==> config.mk <==
export PLATFORM = sky130hd
export DESIGN_NAME = fifo_ms_rr_reader
export DESIGN_NICKNAME = d
export VERILOG_FILES = /design/src/rtl/fifo_ms_pkg.sv /design/src/rtl/fifo_ms_rr_reader_rr_arbiter.sv /design/src/rtl/fifo_ms_rr_reader.sv
export SDC_FILE = /design/constraint.sdc
export NUM_CORES = 1
export LEC_CHECK = 0
export CAP_MARGIN = 20
export CORE_UTILIZATION = 45
export CTS_BUF_LIST = sky130_fd_sc_hd__clkbuf_8
export DETAILED_ROUTE_END_ITERATION = 8
export GPL_ROUTABILITY_DRIVEN = 1
export PLACE_DENSITY = 0.74
export SYNTH_ARGS = -nofsm -noshare
export SYNTH_HDL_FRONTEND = slang
export SYNTH_SLANG_ARGS = --single-unit
==> constraint.sdc <==
create_clock -name clk -period 2.7 [get_ports clk]
set_input_delay 0.54 -clock clk [delete_from_list [all_inputs] [get_ports clk]]
set_output_delay 0.54 -clock clk [all_outputs]
set_load 0.1 [all_outputs]
==> src/rtl/fifo_ms_pkg.sv <==
// Shared types and helpers for the multi-stream tagged FIFO and its readers.
// Holds the output-buffer state encoding and the round-robin scan function.
package fifo_ms_pkg;

  localparam int MAX_FLUX = 32;
  localparam int IDX_W    = $clog2(MAX_FLUX);

  typedef logic [IDX_W-1:0] rr_idx_t;

  typedef enum logic [1:0] {
    BUF_EMPTY,
    BUF_ONE,
    BUF_TWO
  } buf_state_t;

  typedef struct packed {
    logic    found;
    rr_idx_t idx;
  } rr_result_t;

  // First non-empty stream scanning start+1, start+2, ... mod flux, ending at start.
  function automatic rr_result_t rr_next(input logic [MAX_FLUX-1:0] empty,
                                         input rr_idx_t             start,
                                         input int                  flux);
    rr_result_t res;
    int         pos;
    res = '0;
    for (int i = 1; i <= MAX_FLUX; i++) begin
      pos = int'(start) + i;
      if (pos >= flux) pos -= flux;
      if ((i <= flux) && !res.found && !empty[rr_idx_t'(pos)]) begin
        res.found = 1'b1;
        res.idx   = rr_idx_t'(pos);
      end
    end
    return res;
  endfunction

endpackage

==> src/rtl/fifo_ms_rr_reader_rr_arbiter.sv <==
// Round-robin arbiter with per-grant burst allowance for the tagged-FIFO reader.
// Stays on the current stream while it has data and burst credit, otherwise rotates.
module rr_arbiter
  import fifo_ms_pkg::*;
#(
  parameter int FLUX  = 2,
  parameter int BURST = 1
) (
  input  logic [FLUX-1:0]              req,
  input  logic [$clog2(FLUX)-1:0]      g,
  input  logic [$clog2(BURST+1)-1:0]   burst_cnt,
  output logic [FLUX-1:0]              grant_oh,
  output logic [$clog2(FLUX)-1:0]      grant_idx,
  output logic                         found
);

  localparam int TAG_WIDTH = $clog2(FLUX);
  localparam int CNT_W     = $clog2(BURST+1);

  logic [MAX_FLUX-1:0] empty_pad;
  rr_result_t          scan;

  // NOTE: every variable written in an always_comb gets a default first, so no path leaves it unassigned and no latch is inferred.
  always_comb begin
    empty_pad             = '1;
    empty_pad[FLUX-1:0]   = ~req;
    scan                  = rr_next(empty_pad, rr_idx_t'(g), FLUX);
    grant_idx             = scan.idx[TAG_WIDTH-1:0];
    found                 = scan.found && (int'(scan.idx) < FLUX);
    if (req[g] && (burst_cnt < CNT_W'(BURST))) begin
      grant_idx = g;
      found     = 1'b1;
    end
    grant_oh = found ? (FLUX'(1) << grant_idx) : '0;
  end

endmodule

==> src/rtl/fifo_ms_rr_reader.sv <==
// Drain stage for the multi-stream tagged FIFO: round-robin pops into a
// 2-entry valid/ready output buffer, with a sticky tag-consistency flag.
module fifo_ms_rr_reader
  import fifo_ms_pkg::*;
#(
  parameter int DATA_WIDTH = 8,
  parameter int FLUX       = 2,
  parameter int BURST      = 1
) (
  input  logic                                 clk,
  input  logic                                 rst,
  input  logic [FLUX-1:0]                      fifo_empty,
  input  logic [DATA_WIDTH+$clog2(FLUX)-1:0]   fifo_dout,
  output logic [FLUX-1:0]                      fifo_read,
  output logic [DATA_WIDTH+$clog2(FLUX)-1:0]   out_data,
  output logic                                 out_valid,
  input  logic                                 out_ready,
  output logic                                 tag_err
);

  localparam int TAG_WIDTH = $clog2(FLUX);
  localparam int WORD_W    = DATA_WIDTH + TAG_WIDTH;
  localparam int CNT_W     = $clog2(BURST+1);

  buf_state_t             state, next_state;
  logic [WORD_W-1:0]      buf_mem [2];
  logic                   wr_ptr, rd_ptr;
  logic [TAG_WIDTH-1:0]   g;
  logic [CNT_W-1:0]       burst_cnt;

  logic [FLUX-1:0]        grant_oh;
  logic [TAG_WIDTH-1:0]   grant_idx;
  logic                   found;
  logic                   space, push, pop;

  rr_arbiter #(
    .FLUX  (FLUX),
    .BURST (BURST)
  ) u_arb (
    .req       (~fifo_empty),
    .g         (g),
    .burst_cnt (burst_cnt),
    .grant_oh  (grant_oh),
    .grant_idx (grant_idx),
    .found     (found)
  );

  // NOTE: sequential state uses non-blocking assignments so every flop samples pre-edge values regardless of block order.
  always_ff @(posedge clk) begin
    if (!rst) state <= BUF_EMPTY;
    else      state <= next_state;
  end

  always_comb begin
    next_state = state;
    case (state)
      BUF_EMPTY: if (push) next_state = BUF_ONE;
      BUF_ONE: begin
        if (push && !pop)      next_state = BUF_TWO;
        else if (!push && pop) next_state = BUF_EMPTY;
      end
      BUF_TWO:   if (pop) next_state = BUF_ONE;
      default:   next_state = BUF_EMPTY;
    endcase
  end

  // Pop decision depends only on registered state and the FIFO flags, never on out_ready.
  always_comb begin
    out_valid = (state != BUF_EMPTY);
    space     = (state != BUF_TWO);
    push      = rst && space && found;
    pop       = out_valid && out_ready;
    fifo_read = push ? grant_oh : '0;
    out_data  = out_valid ? buf_mem[rd_ptr] : '0;
  end

  // NOTE: the buffer storage has no reset; out_data is gated by out_valid so stale entries are never visible.
  always_ff @(posedge clk) begin
    if (push) buf_mem[wr_ptr] <= fifo_dout;
  end

  always_ff @(posedge clk) begin
    if (!rst) begin
      wr_ptr    <= 1'b0;
      rd_ptr    <= 1'b0;
      g         <= '0;
      burst_cnt <= '0;
      tag_err   <= 1'b0;
    end else begin
      if (push) wr_ptr <= ~wr_ptr;
      if (pop)  rd_ptr <= ~rd_ptr;
      if (push) begin
        if (grant_idx == g) begin
          // Saturate so a long solo run cannot wrap back into fresh burst credit.
          if (burst_cnt != CNT_W'(BURST)) burst_cnt <= burst_cnt + 1'b1;
        end else begin
          g         <= grant_idx;
          burst_cnt <= CNT_W'(1);
        end
        if (fifo_dout[WORD_W-1 -: TAG_WIDTH] != grant_idx) tag_err <= 1'b1;
      end
    end
  end

  a_read_onehot: assert property (@(posedge clk) disable iff (!rst)
    $onehot0(fifo_read));
  a_no_underflow: assert property (@(posedge clk) disable iff (!rst)
    (fifo_read & fifo_empty) == '0);
  a_no_overflow: assert property (@(posedge clk) disable iff (!rst)
    !((state == BUF_TWO) && (fifo_read != '0)));

endmodule

After elaboration in Yosys (flattened, before gate mapping) --
Memories as Yosys holds them, arrays and structs flattened. A register that Yosys moved wholly into a read port is not among the register bits. Cells that the tools add are included.
Operators by class: shifts and indexed selects 1, $lt $le $gt $ge 7, bitwise logic cells 5, mux-type cells 26, reduce and logical (&&, ||, !) cells 17, $add $sub $neg 5, eq/ne operators 8
Operators by type and width (count):
- $ge 32x3->1 const B | 2
- $lt 5x6->1 const B | 2
- $mux 1 | 12
- $mux 2 | 6
- $mux 6 | 2
- $bmux 1 s5 | 2
- $mux 5 | 2
- $sub 5x3->5 const B | 2
- $mux 9 | 1
- $logic_and 1x1->1 | 8
- $ne 2x2->1 const B | 3
- $pmux 2 s3 | 1
- $lt 5x2->1 const B | 1
- $logic_not 1->1 | 4
- $not 2->2 | 2
- $reduce_and 2->1 | 2
- $add 1x2->3 const B | 1
- $ne 3x3->1 const B | 1
- $not 1->1 | 3
- $reduce_and 3->1 | 1
- $add 1x1->2 const B | 1
- $eq 2x1->1 const B | 1
- $eq 2x2->1 const B | 1
- $logic_not 2->1 | 1
- 7 further kinds | 7
Word-level totals: word-level logic and storage cells 76, output and inout bits 13, bits in writable memories 18, memories 1, flip-flop bits (word level) 7, input bits 14
Memory list:
- buf_mem | words 2, width 9, read ports 1, clocked after Yosys merged registers in 1, write ports 1, RTL line fifo_ms_rr_reader.sv:26 | logic [WORD_W-1:0] buf_mem [2];

Longest topological paths before layout --
word-level depth 18, depth in mapped cells 4, mapped depth without buffers 3

Modules after synthesis --
A second synthesis with hierarchy kept.
Unflattened totals: cell total of the unflattened synthesis 82, area total of the unflattened synthesis 1073.5 um2
By module, submodules not included:
- fifo_ms_rr_reader | area each 1037.2 um2, seq. area each 700.7 um2, instances 1, cells each 76
- rr_arbiter | area each 36.3 um2, seq. area each 0.0 um2, instances 1, cells each 6

Worst setup path after synthesis --
OpenSTA, ideal clock, no wires.
kind input -> output, start point input fifo_empty[0], end point output fifo_read[1], data arrival time 2.880 ns, required time 2.160 ns, stages on the path 3, buffers on the path 1, slack -0.720 ns, path through clkbuf_1 > nor2_1 > nor3_1
Between the ends: word-level cells in the longest chain between the ends 13, elaborated cells on any way between the ends 22, those cells by class order compare (1); shift (1); mux (12); bitwise (2); reduce/logical (6)
RTL lines:
- start, declared | RTL line fifo_ms_rr_reader.sv:12 | input logic [FLUX-1:0] fifo_empty,
- $not 2->2 * | RTL line fifo_ms_rr_reader.sv:40 | .req (~fifo_empty),
- $not 2->2 | RTL line fifo_ms_rr_reader_rr_arbiter.sv:26 | empty_pad[FLUX-1:0] = ~req;
- $bmux 1 s5 | RTL line fifo_ms_pkg.sv:31 | if ((i <= flux) && !res.found && !empty[rr_idx_t'(pos)]) begin
- $mux 1 (implied by the code) | RTL line fifo_ms_pkg.sv:31
- $mux 6 | RTL line fifo_ms_pkg.sv:31
- $logic_not 1->1 | RTL line fifo_ms_pkg.sv:31
- $logic_and 1x1->1 | RTL line fifo_ms_pkg.sv:31
- $mux 6 | RTL line fifo_ms_pkg.sv:31
- $lt 5x2->1 | RTL line fifo_ms_rr_reader_rr_arbiter.sv:29 | found = scan.found && (int'(scan.idx) < FLUX);
- $logic_and 1x1->1 | RTL line fifo_ms_rr_reader_rr_arbiter.sv:29
- $mux 1 | RTL line fifo_ms_rr_reader_rr_arbiter.sv:30 | if (req[g] && (burst_cnt < CNT_W'(BURST))) begin
- $mux 2 or $logic_and 1x1->1 (tied branches) | RTL line fifo_ms_rr_reader_rr_arbiter.sv:34, fifo_ms_rr_reader.sv:71
- $mux 2 * | RTL line fifo_ms_rr_reader.sv:73 | fifo_read = push ? grant_oh : '0;
- end, declared | RTL line fifo_ms_rr_reader.sv:14 | output logic [FLUX-1:0] fifo_read,
Mark *: on every way between the ends. The rest lies on a longest branch, timed or not. The select of a mux whose other input is x is not followed.

Worst setup path in the final report --
start point input fifo_empty[1], end point output fifo_read[0]
The elaborated chain is that of the path after synthesis.

==> reports/qor.yml <==
status:
  status: "completed"
clocking:
  cts_buffer_depth: 2
  clk_latency_ns: 0.26
  clock-root-buffer: "clkbuf_8"
  clock_sinks: 26
  ctsHoldBuffers: 0
  cts_buffers: 3
  cts_tree: "yes"
  post_cts.repair.setup_buffers: 0
  cts-htree-levels: 1
  clk_pin_slew_ns: 0.09
  post_cts_resized: 0
synth:
  ys_seq_area_share_pct: 63.9
  post_synth.cell_area_avg_um2: 12.2
  synth_top_area_share_pct: 49.3
  synth.distinct_cells: 27
  synth-edff-count: 18
  synthArstFlopShare_pct: 0
  synthXorXnorAreaFrac_pct: 1.60
  synth_seq_cells: 26
  synth_flop_cell: "edfxtp_1"
  synth.area.mux_share_pct: 8.21
  netlist_area_um2: 1100
  synthTopCellsByCount: "edfxtp_1, nor2_1, mux2i_1"
  synth-simple-area-share_pct: 14.3
  synth_top_area_cell: "edfxtp_1"
  yosysWarnings: 0
  syn-instance-count: 90
  synth-adder-area-share_pct: 0
  synth_area_leaders: "edfxtp_1, dfxtp_1, mux2i_1"
  synth_compound_area_share_pct: 8.32
  synth_nets: 104
  synth_top_family_by_area: "simple AND/OR/NAND/NOR gates"
  yosysMostFrequentCell: "edfxtp_1"
power_and_ir_drop:
  ir_worst_vdd_mv: 0.485
  p_leak_nw: 0.549
  p_total_mw: 0.967
  power_density_nw_per_um2: 674
layout:
  fin_nets: 134
  antenna_cells: 0
  drive_above_1_share_pct: 19.3
  fillers: 194
  area_growth_pct: 30.8
drt:
  wl_per_cell_um: 13.6
  drc: 0
  dr_total_vias: 785
  drt_iter0_drc: 15
  drt_wl_total_um: 2010
  ant_nets: 0
  dr.pass1.iters: 4
  vias_per_cell: 5.34
critical_path:
  r2r_start: "state[0]$_SDFFE_PN0P_"
  timing.rr.end: "buf_mem[0][1]$_DFFE_PP_"
  required_ns: 2.16
  worst-setup-path-type: "input pin to output pin"
  path_max_fanout: 9
  startpoint_type: "input pin"
  end_kind: "output pin"
  cp.arrival_ns: 1.70
  reg2reg_depth: 3
  ff2ff_setup_slack_ns: 1.25
hold_path:
  hp-class: "flop to flop"
  whs_endpoint: "burst_cnt$_SDFFE_PN0P_"
  holdPathStages: 2
  holdCritStartpoint: "burst_cnt$_SDFFE_PN0P_"
floorplan:
  core_um2: 2250
  row_count: 17
  ioPinCount: 27
  die_h_um: 51.4
  dieArea_um2: 2640
  die_w_um: 51.4
  start_util_pct: 48.7
timing:
  setup_tns_ns: 0
  setup_slack_ns: 0.462
  skew_ns: 0.00453
  clock.fmax_ghz: 0.447
  slew_viol_final: 0
  tightest_slew_ns: 0.687
  min_period_ns: 2.24
  final-hold-violation-count: 0
  period_share_pct: 82.9
  relSlewSlack_pct: 54.0
  setup_violations: 0
  grt_setup_unrepaired: "no"
grt:
  grt_overflow: 0
  grt_pass1_vias: 702
  grt_max_degree: 15
  grt_pass1_wl_um: 3110
  grt_use_total_pct: 16.4
  antenna_found_initial: 0
job:
  cap_violations: 0
place:
  dp_slack_ns: 0.456
  gp_congestion: 0.808
  dp_hpwl_um: 1460
  numPortBuffers: 26
## flip-flops by register name, summed over array words and instances, names as in the netlist, named ones only
signal	count
buf_mem	18
burst_cnt	1
g	1
rd_ptr	1
state	2
tag_err	1
wr_ptr	1
## area by class of cell
type / instances / area (µm²) / area share, %
clock buffer: 3 / 41.3 / 2.88
clock inverter: 1 / 3.75 / 0.262
inverter: 5 / 21.3 / 1.48
multi-input combinational: 56 / 365 / 25.5
sequential: 26 / 701 / 48.8
tap: 28 / 35.0 / 2.44
timing repair buffer: 28 / 268 / 18.7
## power breakdown
group | internal [mW] | total (mW) | switching [mW] | leakage (nW)
logic | 0.0795 | 0.285 | 0.205 | 0.293
clock network | 0.101 | 0.211 | 0.110 | 0.0231
registers | 0.453 | 0.471 | 0.0180 | 0.233
total | 0.634 | 0.967 | 0.333 | 0.549
## routing by layer
| metal | GRT usage (%) | share of wire [%] | vias up |
|---|---|---|---|
| li1 | - | - | 381 |
| met1 | 20.0 | 47 | 379 |
| met2 | 28.8 | 48 | 23 |
| met3 | 2.98 | 4.2 | 2 |
| met4 | 5.41 | 0.70 | 0 |
| met5 | 0 | 0 | - |
## cell usage in the layout (no fill, tap or decap), types with 4 or more instances in the layout
master	count
edfxtp_1	18
nor2_1	14
clkdlybuf4s50_1	13
buf_4	13
mux2i_1	9
dfxtp_1	8
nand2_1	5
inv_1	4
a21oi_1	4
## worst max-delay path, cell delays in order
cell and delay [ns]:
clkdlybuf4s50_1 0.62, nor2b_1 0.12, nor3_2 0.20, buf_12 0.21
## metrics by stage
step | std cells | area, µm² | hold WS, ns | util (%)
4_1_cts | 147 | 1440 | 0.471 | 63.7
2_1_floorplan | 90 | 1110 | 0.434 | -
6_report | 147 | 1440 | 0.470 | 63.7
3_5_place_dp | 143 | 1390 | 0.454 | 61.7
3_3_place_gp | 143 | 1390 | 0.449 | 61.7
5_1_grt | 147 | 1440 | 0.515 | 63.7
## cell families after synthesis
logic type | after synthesis
simple gates | 32
flops | 26
compound gates | 13
mux | 9
buf+inv | 8
xor+xnor | 2
## worst max path at each step
stage / start / endpoint / slack (ns) / cells past startpoint
after floorplan: fifo_empty[0] / fifo_read[1] / 0.11 / 3
after global placement: fifo_empty[1] / fifo_read[0] / 0.48 / 4
after detailed placement: fifo_empty[1] / fifo_read[0] / 0.46 / 4
after CTS: fifo_empty[1] / fifo_read[0] / 0.44 / 4
after global routing: fifo_empty[0] / fifo_read[1] / 0.40 / 4
final: fifo_empty[1] / fifo_read[0] / 0.46 / 4
Note: power is estimated with default switching activity, not from simulation.
